File: src/rtl/fp_pkg.sv
// Shared floating-point constants, format derivation and FSM state encoding.
package fp_pkg;

  // Mantissa width for the supported widths (single when not 64).
  function automatic int unsigned mant_bits(input int unsigned n);
    return (n == 64) ? 52 : 23;
  endfunction

  // Exponent field width.
  function automatic int unsigned exp_bits(input int unsigned n);
    return (n == 64) ? 11 : 8;
  endfunction

  // Exponent bias.
  function automatic int unsigned exp_bias(input int unsigned n);
    return (n == 64) ? 1023 : 127;
  endfunction

  // Width-independent patterns; callers truncate to N bits.
  localparam logic [63:0] NanBits  = '1;
  localparam logic [63:0] ZeroBits = '0;

  // Positive infinity: exponent field all ones, mantissa and sign zero.
  function automatic logic [63:0] inf_bits(input int unsigned n);
    logic [63:0] r;
    r = '0;
    for (int unsigned i = 0; i < 64; i++) begin
      if (i >= mant_bits(n) && i < n - 1) r[i] = 1'b1;
    end
    return r;
  endfunction

  typedef enum logic [1:0] {
    StIdle   = 2'd0,
    StDivide = 2'd1,
    StNorm   = 2'd2,
    StDone   = 2'd3
  } fsm_state_e;

endpackage

File: src/rtl/mant_divider.sv
// Restoring mantissa divider: one quotient bit per step, MSB first.
module mant_divider #(
  parameter int unsigned M = 23
) (
  input  logic         clk_i,
  input  logic         rst_i,
  input  logic         load_i,
  input  logic         step_i,
  input  logic [M-1:0] mant_a_i,
  input  logic [M-1:0] mant_b_i,
  output logic [M+1:0] quot_o,
  output logic         last_o
);

  localparam int unsigned CW = $clog2(M + 2);

  logic [M+1:0]  rem_q, rem_d;
  logic [M:0]    div_q, div_d;
  logic [M+1:0]  quot_q, quot_d;
  logic [CW-1:0] cnt_q, cnt_d;

  logic [M+1:0] div_ext;
  logic [M+1:0] diff;
  logic [M+1:0] kept;
  logic         ge;

  assign div_ext = {1'b0, div_q};
  assign ge      = (rem_q >= div_ext);
  assign diff    = rem_q - div_ext;
  // Remainder stays below 2*divisor, so the shifted-out MSB is always zero.
  assign kept    = ge ? diff : rem_q;

  // Next-state for load and iteration steps.
  always_comb begin
    rem_d  = rem_q;
    div_d  = div_q;
    quot_d = quot_q;
    cnt_d  = cnt_q;
    if (load_i) begin
      rem_d  = {2'b01, mant_a_i};
      div_d  = {1'b1, mant_b_i};
      quot_d = '0;
      cnt_d  = '0;
    end else if (step_i) begin
      rem_d  = kept << 1;
      quot_d = {quot_q[M:0], ge};
      cnt_d  = cnt_q + 1'b1;
    end
  end

  // Datapath registers with synchronous reset.
  always_ff @(posedge clk_i) begin
    if (rst_i) begin
      rem_q  <= '0;
      div_q  <= '0;
      quot_q <= '0;
      cnt_q  <= '0;
    end else begin
      rem_q  <= rem_d;
      div_q  <= div_d;
      quot_q <= quot_d;
      cnt_q  <= cnt_d;
    end
  end

  assign quot_o = quot_q;
  // High during the step that produces the final quotient bit.
  assign last_o = (cnt_q == CW'(M + 1));

endmodule

File: src/rtl/fp_divider.sv
// IEEE-754 layout divider with truncation, saturation and special-case bypass.
module fp_divider
  import fp_pkg::*;
#(
  parameter int unsigned N = 32
) (
  input  logic         clk,
  input  logic         rst,
  input  logic         start,
  input  logic [N-1:0] A,
  input  logic [N-1:0] B,
  output logic         busy,
  output logic         done,
  output logic [N-1:0] Result
);

  localparam int unsigned M  = mant_bits(N);
  localparam int unsigned E  = exp_bits(N);
  localparam int unsigned EW = E + 2;

  localparam logic [N-1:0] QNan   = N'(NanBits);
  localparam logic [N-1:0] PosInf = N'(inf_bits(N));
  localparam logic [N-1:0] PosZero = N'(ZeroBits);

  localparam logic signed [EW-1:0] BiasW   = EW'(exp_bias(N));
  localparam logic signed [EW-1:0] ExpMax  = EW'((1 << E) - 1);
  localparam logic signed [EW-1:0] ExpZero = '0;
  localparam logic signed [EW-1:0] ExpOne  = EW'(1);

  fsm_state_e state_q, state_d;
  logic [N-1:0]           result_q, result_d;
  logic                   sign_q, sign_d;
  logic signed [EW-1:0]   exp_q, exp_d;

  logic                   load, step, last;
  logic [M+1:0]           quot;

  // Operand fields.
  logic         s_a, s_b;
  logic [E-1:0] e_a, e_b;
  logic [M-1:0] m_a, m_b;
  assign s_a = A[N-1];
  assign s_b = B[N-1];
  assign e_a = A[N-2:M];
  assign e_b = B[N-2:M];
  assign m_a = A[M-1:0];
  assign m_b = B[M-1:0];

  logic a_nan, b_nan, a_inf, b_inf, a_zero, b_zero;
  assign a_nan  = (&e_a) && (|m_a);
  assign b_nan  = (&e_b) && (|m_b);
  assign a_inf  = (&e_a) && !(|m_a);
  assign b_inf  = (&e_b) && !(|m_b);
  assign a_zero = !(|e_a) && !(|m_a);
  assign b_zero = !(|e_b) && !(|m_b);

  logic signed [EW-1:0] exp_calc;
  assign exp_calc = $signed({2'b00, e_a}) - $signed({2'b00, e_b}) + BiasW;

  // Special-case classification, first match wins.
  logic         special;
  logic [N-1:0] special_res;
  logic [N-1:0] signed_inf;
  always_comb begin
    signed_inf        = PosInf;
    signed_inf[N-1]   = s_a ^ s_b;
    special           = 1'b1;
    special_res       = PosZero;
    if (a_nan || b_nan)        special_res = QNan;
    else if (a_zero && b_zero) special_res = QNan;
    else if (a_inf && b_inf)   special_res = QNan;
    else if (b_zero)           special_res = signed_inf;
    else if (a_inf)            special_res = signed_inf;
    else if (b_inf)            special_res = PosZero;
    else if (a_zero)           special_res = PosZero;
    else                       special     = 1'b0;
  end

  // Normalise the quotient into (1, 2) and saturate the exponent.
  logic signed [EW-1:0] exp_n;
  logic [M-1:0]         mant_n;
  logic [N-1:0]         norm_res;
  always_comb begin
    if (quot[M+1]) begin
      exp_n  = exp_q;
      mant_n = quot[M:1];
    end else begin
      exp_n  = exp_q - ExpOne;
      mant_n = quot[M-1:0];
    end
    if (exp_n >= ExpMax) begin
      norm_res      = PosInf;
      norm_res[N-1] = sign_q;
    end else if (exp_n <= ExpZero) begin
      norm_res = PosZero;
    end else begin
      norm_res = {sign_q, exp_n[E-1:0], mant_n};
    end
  end

  // Control FSM next-state and datapath strobes.
  always_comb begin
    state_d  = state_q;
    result_d = result_q;
    sign_d   = sign_q;
    exp_d    = exp_q;
    load     = 1'b0;
    step     = 1'b0;
    unique case (state_q)
      StIdle: begin
        if (start) begin
          sign_d = s_a ^ s_b;
          exp_d  = exp_calc;
          if (special) begin
            result_d = special_res;
            state_d  = StDone;
          end else begin
            load    = 1'b1;
            state_d = StDivide;
          end
        end
      end
      StDivide: begin
        step = 1'b1;
        if (last) state_d = StNorm;
      end
      StNorm: begin
        result_d = norm_res;
        state_d  = StDone;
      end
      StDone:  state_d = StIdle;
      default: state_d = StIdle;
    endcase
  end

  // State and result registers; reset wins over start.
  always_ff @(posedge clk) begin
    if (rst) begin
      state_q  <= StIdle;
      result_q <= '0;
      sign_q   <= 1'b0;
      exp_q    <= '0;
    end else begin
      state_q  <= state_d;
      result_q <= result_d;
      sign_q   <= sign_d;
      exp_q    <= exp_d;
    end
  end

  mant_divider #(
    .M (M)
  ) u_mant_divider (
    .clk_i    (clk),
    .rst_i    (rst),
    .load_i   (load),
    .step_i   (step),
    .mant_a_i (m_a),
    .mant_b_i (m_b),
    .quot_o   (quot),
    .last_o   (last)
  );

  assign busy   = (state_q == StDivide) || (state_q == StNorm);
  assign done   = (state_q == StDone);
  assign Result = result_q;

endmodule

File: config.mk
export PLATFORM = sky130hd
export DESIGN_NAME = fp_divider
export DESIGN_NICKNAME = d
export VERILOG_FILES = /design/src/rtl/fp_pkg.sv /design/src/rtl/mant_divider.sv /design/src/rtl/fp_divider.sv
export SDC_FILE = /design/constraint.sdc
export NUM_CORES = 1
export LEC_CHECK = 0
export ABC_AREA = 1
export CORE_UTILIZATION = 58
export DETAILED_ROUTE_END_ITERATION = 6
export GPL_ROUTABILITY_DRIVEN = 0
export PLACE_DENSITY = 0.88
export SKIP_CTS_REPAIR_TIMING = 1
export SKIP_LAST_GASP = 1
export SYNTH_ARGS = -nofsm -noshare
export SYNTH_HDL_FRONTEND = slang
export SYNTH_SLANG_ARGS = --single-unit
File: constraint.sdc
create_clock -name clk -period 3.2 [get_ports clk]
set_input_delay 0.64 -clock clk [delete_from_list [all_inputs] [get_ports clk]]
set_output_delay 0.64 -clock clk [all_outputs]
set_load 0.01 [all_outputs]
==> results by stage <==
Place:
- The count of port buffers added during placement is 100.
- The total half-perimeter wirelength after legalization and detailed placement is 17700 um.
- The placed standard-cell area is 9900 um^2.
- The post-place setup slack is 88.1 ps.

Final layout:
- The number of antenna diodes in the final layout is 0.
- The footprint of the multi-input gates is 5220 um^2.
- The layout filler cell count is 1201.
- The fraction of final layout cells with drive strength greater than 1 is 8.90%.
- The sequential cells in the finished layout cover a total of 2480 um^2.
- The layout overhead on the synthesized area is 18.8%.
- The post-route cell area is 10500 um^2.
- At the end of the flow, the number of nets in the layout was 1557.

Flow run:
- Max-cap violations in this run came to 0.

Global routing:
- Global routing finished with a remaining overflow of 0.
- The number of antenna violations at the first check in global routing is 0.
- The first global-routing pass estimated 41700 um of wire.
- The via count of the first global-routing pass is 9034.
- The global router's overall resource usage is 32.4%.
- Entering global routing, the biggest net connects 43 pins.

Critical path:
- The worst endpoint required time is 3490 ps.
- The startpoint type of the worst setup path is an input pin.
- Data arrives at the worst endpoint at 3010 ps.
- The largest fanout on the critical path is 21.
- The critical path capture point type is a flip-flop.
- The worst setup path is of the input pin to flip-flop kind.

Hold path:
- The path class of the tightest hold or removal check is flip-flop to flip-flop.

STA:
- For the final database, setup skew stands at 14.5 ps.
- Setup violations remaining at the end of the flow were counted as 0.
- Timing would allow up to 0.368 GHz.
- The number of failing hold endpoints at the final stage is 0.
- The post-route worst setup slack is 480 ps.
- For the pin with the worst max-slew slack, the measured transition is 622 ps.
- The count of final max-slew check failures was 0.
- The minimum clock period after layout is 2720 ps.
- Setup total negative slack on the finished layout was measured at 0 ps.
- The remaining max-slew budget at the tightest pin is 58.5%.
- Setup repair after global routing left no endpoint under its margin.
- The part of the cycle the worst path needs is 85.0%.

Detailed routing:
- Summed over all layers, the routed wires come to 24800 um.
- The initial detailed-routing violation count is 1025.
- The via density per instance is 5.76.
- The length of the first detailed-routing pass in iterations is 7.
- Across all layers, the routed design uses 9472 vias.
- The routed length per placed instance is 15.1 um.
- The count of nets left with antenna violations once routing finished came out at 0.
- The remaining design rule violation count is 3.

Clock network:
- At the later pin of the worst-skew pair, clock insertion delay measures 430 ps.
- After clock tree synthesis, the clock-pin slew on the worst setup and hold paths is 60 ps.
- The clock passes through at most 2 buffers.
- TritonCTS built the clock tree.
- The H-tree depth is 4.
- The number of sinks driven by the clock tree is 124.
- The total clock buffers created by CTS is 17.
- The buffer cell driving the clock tree root is clkbuf_16.

Power:
- After layout, the design draws a total of 12.0 mW.
- The net switching share of the total power is 50.3%.
- The leakage power is 4.73 nW.
- Per report_power, the combinational group accounts for 62.5% of the total.
- The share of total power in the clock network is 16.4%.
- The power per cell area is 1140 nW/um^2.
- The cell-internal power is 5.96 mW.
- The maximum vdd ir drop is 0.730 mV.
- The power share of the sequential group is 21.1%.
- The power spent charging and discharging nets is 6.03 mW.

Floorplanning:
- The floorplan step set the die height to 125 um.
- The die area is 15700 um^2.
- The overall die width is 125 um.
- In this run the standard cell core region covers 14700 um^2.
- 101 I/O pins were placed.
- The starting utilization of the core area is 60.1%.
- The number of cell rows is 44.

Yosys:
- The number of register bits inferred by synthesis is 124.
- The count of distinct cell types in the synthesized netlist is 48.
- The cell area that synthesis handed to floorplanning was 8830 um^2.
- The post-synth net total is 1476.
- The share of the Yosys chip area taken by registers is 28.1%.
- The number of standard cells after synthesis is 1367.
- The count of yosys warnings during synthesis is 0.
- Dividing the synthesized area by the synthesized cell count gives 6.46 um^2.

Run status:
- The flow ran to the end, but the final reports show violations.
- The final reports fail on design-rule violations.
-- cells by family after synthesis --
kind of cell,count (synthesis),share of synthesized area (%)
AOI/OAI and AO/OA,266,17.3
xor gates and xnor gates,24,2.38
adders and majority gates,42,6.12
buffers and inverters,268,12.8
DFF,124,28.1
and+or+nand+nor,643,33.3
-- state kept, by name, summed over array words and instances, names as in the netlist --
register / count
Result: 32
u_mant_divider.quot_o: 25
u_mant_divider.rem_q: 25
u_mant_divider.div_q: 24
exp_q: 10
u_mant_divider.cnt_q: 5
state_q: 2
sign_q: 1
-- cell type report --
type	count	area share, %
tap	184	2.19
clock buffer	17	4.06
clock inverter	14	1.56
multi-input combinational	975	49.7
timing repair buffer	120	11.1
inverter	210	7.68
sequential	124	23.7
-- layer usage --
layer / up-vias / part of all wire, % / global-route usage [%]
met4: 0 / 2.6 / 12.3
li1: 4603 / - / -
met2: 447 / 47 / 55.0
met1: 4356 / 43 / 39.8
met5: - / 0 / 0
met3: 66 / 8.1 / 7.57
-- path summary, 6_finish.rpt --
| check | depth (start not counted) | from | slack [ps] | end |
|---|---|---|---|---|
| max | 13 | B[17] | 480 | u_mant_divider.rem_q[16] |
| min | 2 | u_mant_divider.div_q[22] | 460 | u_mant_divider.div_q[22] |
| max reg2reg | 14 | u_mant_divider.div_q[4] | 910 | u_mant_divider.rem_q[21] |
| min reg2reg | 2 | u_mant_divider.div_q[22] | 460 | u_mant_divider.div_q[22] |
-- worst max-delay path: stages --
cell and delay, ps:
clkdlybuf4s50_1 430, nor2_1 270, nand2_1 110, nor2_2 290
nand4_4 170, nand2_4 110, nor2_8 70, nand2_4 190
clkinv_2 300, nand2_1 230, nand2_1 80, inv_1 60
a21oi_1 60
-- power by group through the flow --
stage	clock network (mW)	logic, mW	registers, mW
3_5_place_dp	0	7.24	2.52
3_3_place_gp	0	7.07	2.51
4_1_cts	1.97	7.36	2.51
2_1_floorplan	0	5.55	2.52
6_report	1.97	7.49	2.52
5_1_grt	2.04	8.37	2.58
-- synthesized netlist by cell type (all sizes together) --
master,count,share of area (%)
nand2b,1,0.071
inv,205,8.7
xor2,11,1.1
nor3,11,0.85
clkbuf,28,1.2
a41oi,1,0.099
nand2,321,14
clkinv,5,0.38
nor2,144,6.9
or2,1,0.071
xnor2,13,1.3
a211oi,25,2.2
nand4,43,3.2
and2,1,0.071
ha,40,5.7
dfxtp,124,28
o21bai,5,0.43
o31ai,1,0.085
nand3,114,7.3
nand3b,7,0.60
buf,30,2.5
o211ai,2,0.17
fa,2,0.45
a21boi,2,0.30
a31oi,2,0.14
a21oi,130,8.3
o21ai,98,5.6
-- cells in the final DEF, fill, tap and decap left out, types with 17 or more instances in the layout --
cell type	Yosys	layout
nand2_1	311	311
inv_1	196	196
nor2_1	132	132
dfxtp_1	124	124
a21oi_1	107	107
nand3_1	100	100
clkdlybuf4s50_1	0	100
o21ai_0	86	86
nand4_1	42	42
ha_1	40	40
a211oi_1	24	24
a21oi_2	23	23
buf_4	8	19
clkbuf_16	0	17
-- metrics by stage --
step           std cells  hold WS, ps  util (%)
2_1_floorplan       1367          435         -
3_3_place_gp        1613          450      67.4
3_5_place_dp        1613          459      67.4
4_1_cts             1644          468      71.4
5_1_grt             1644          489      71.4
6_report            1644          464      71.4
Note: power is estimated with default switching activity, not from simulation.
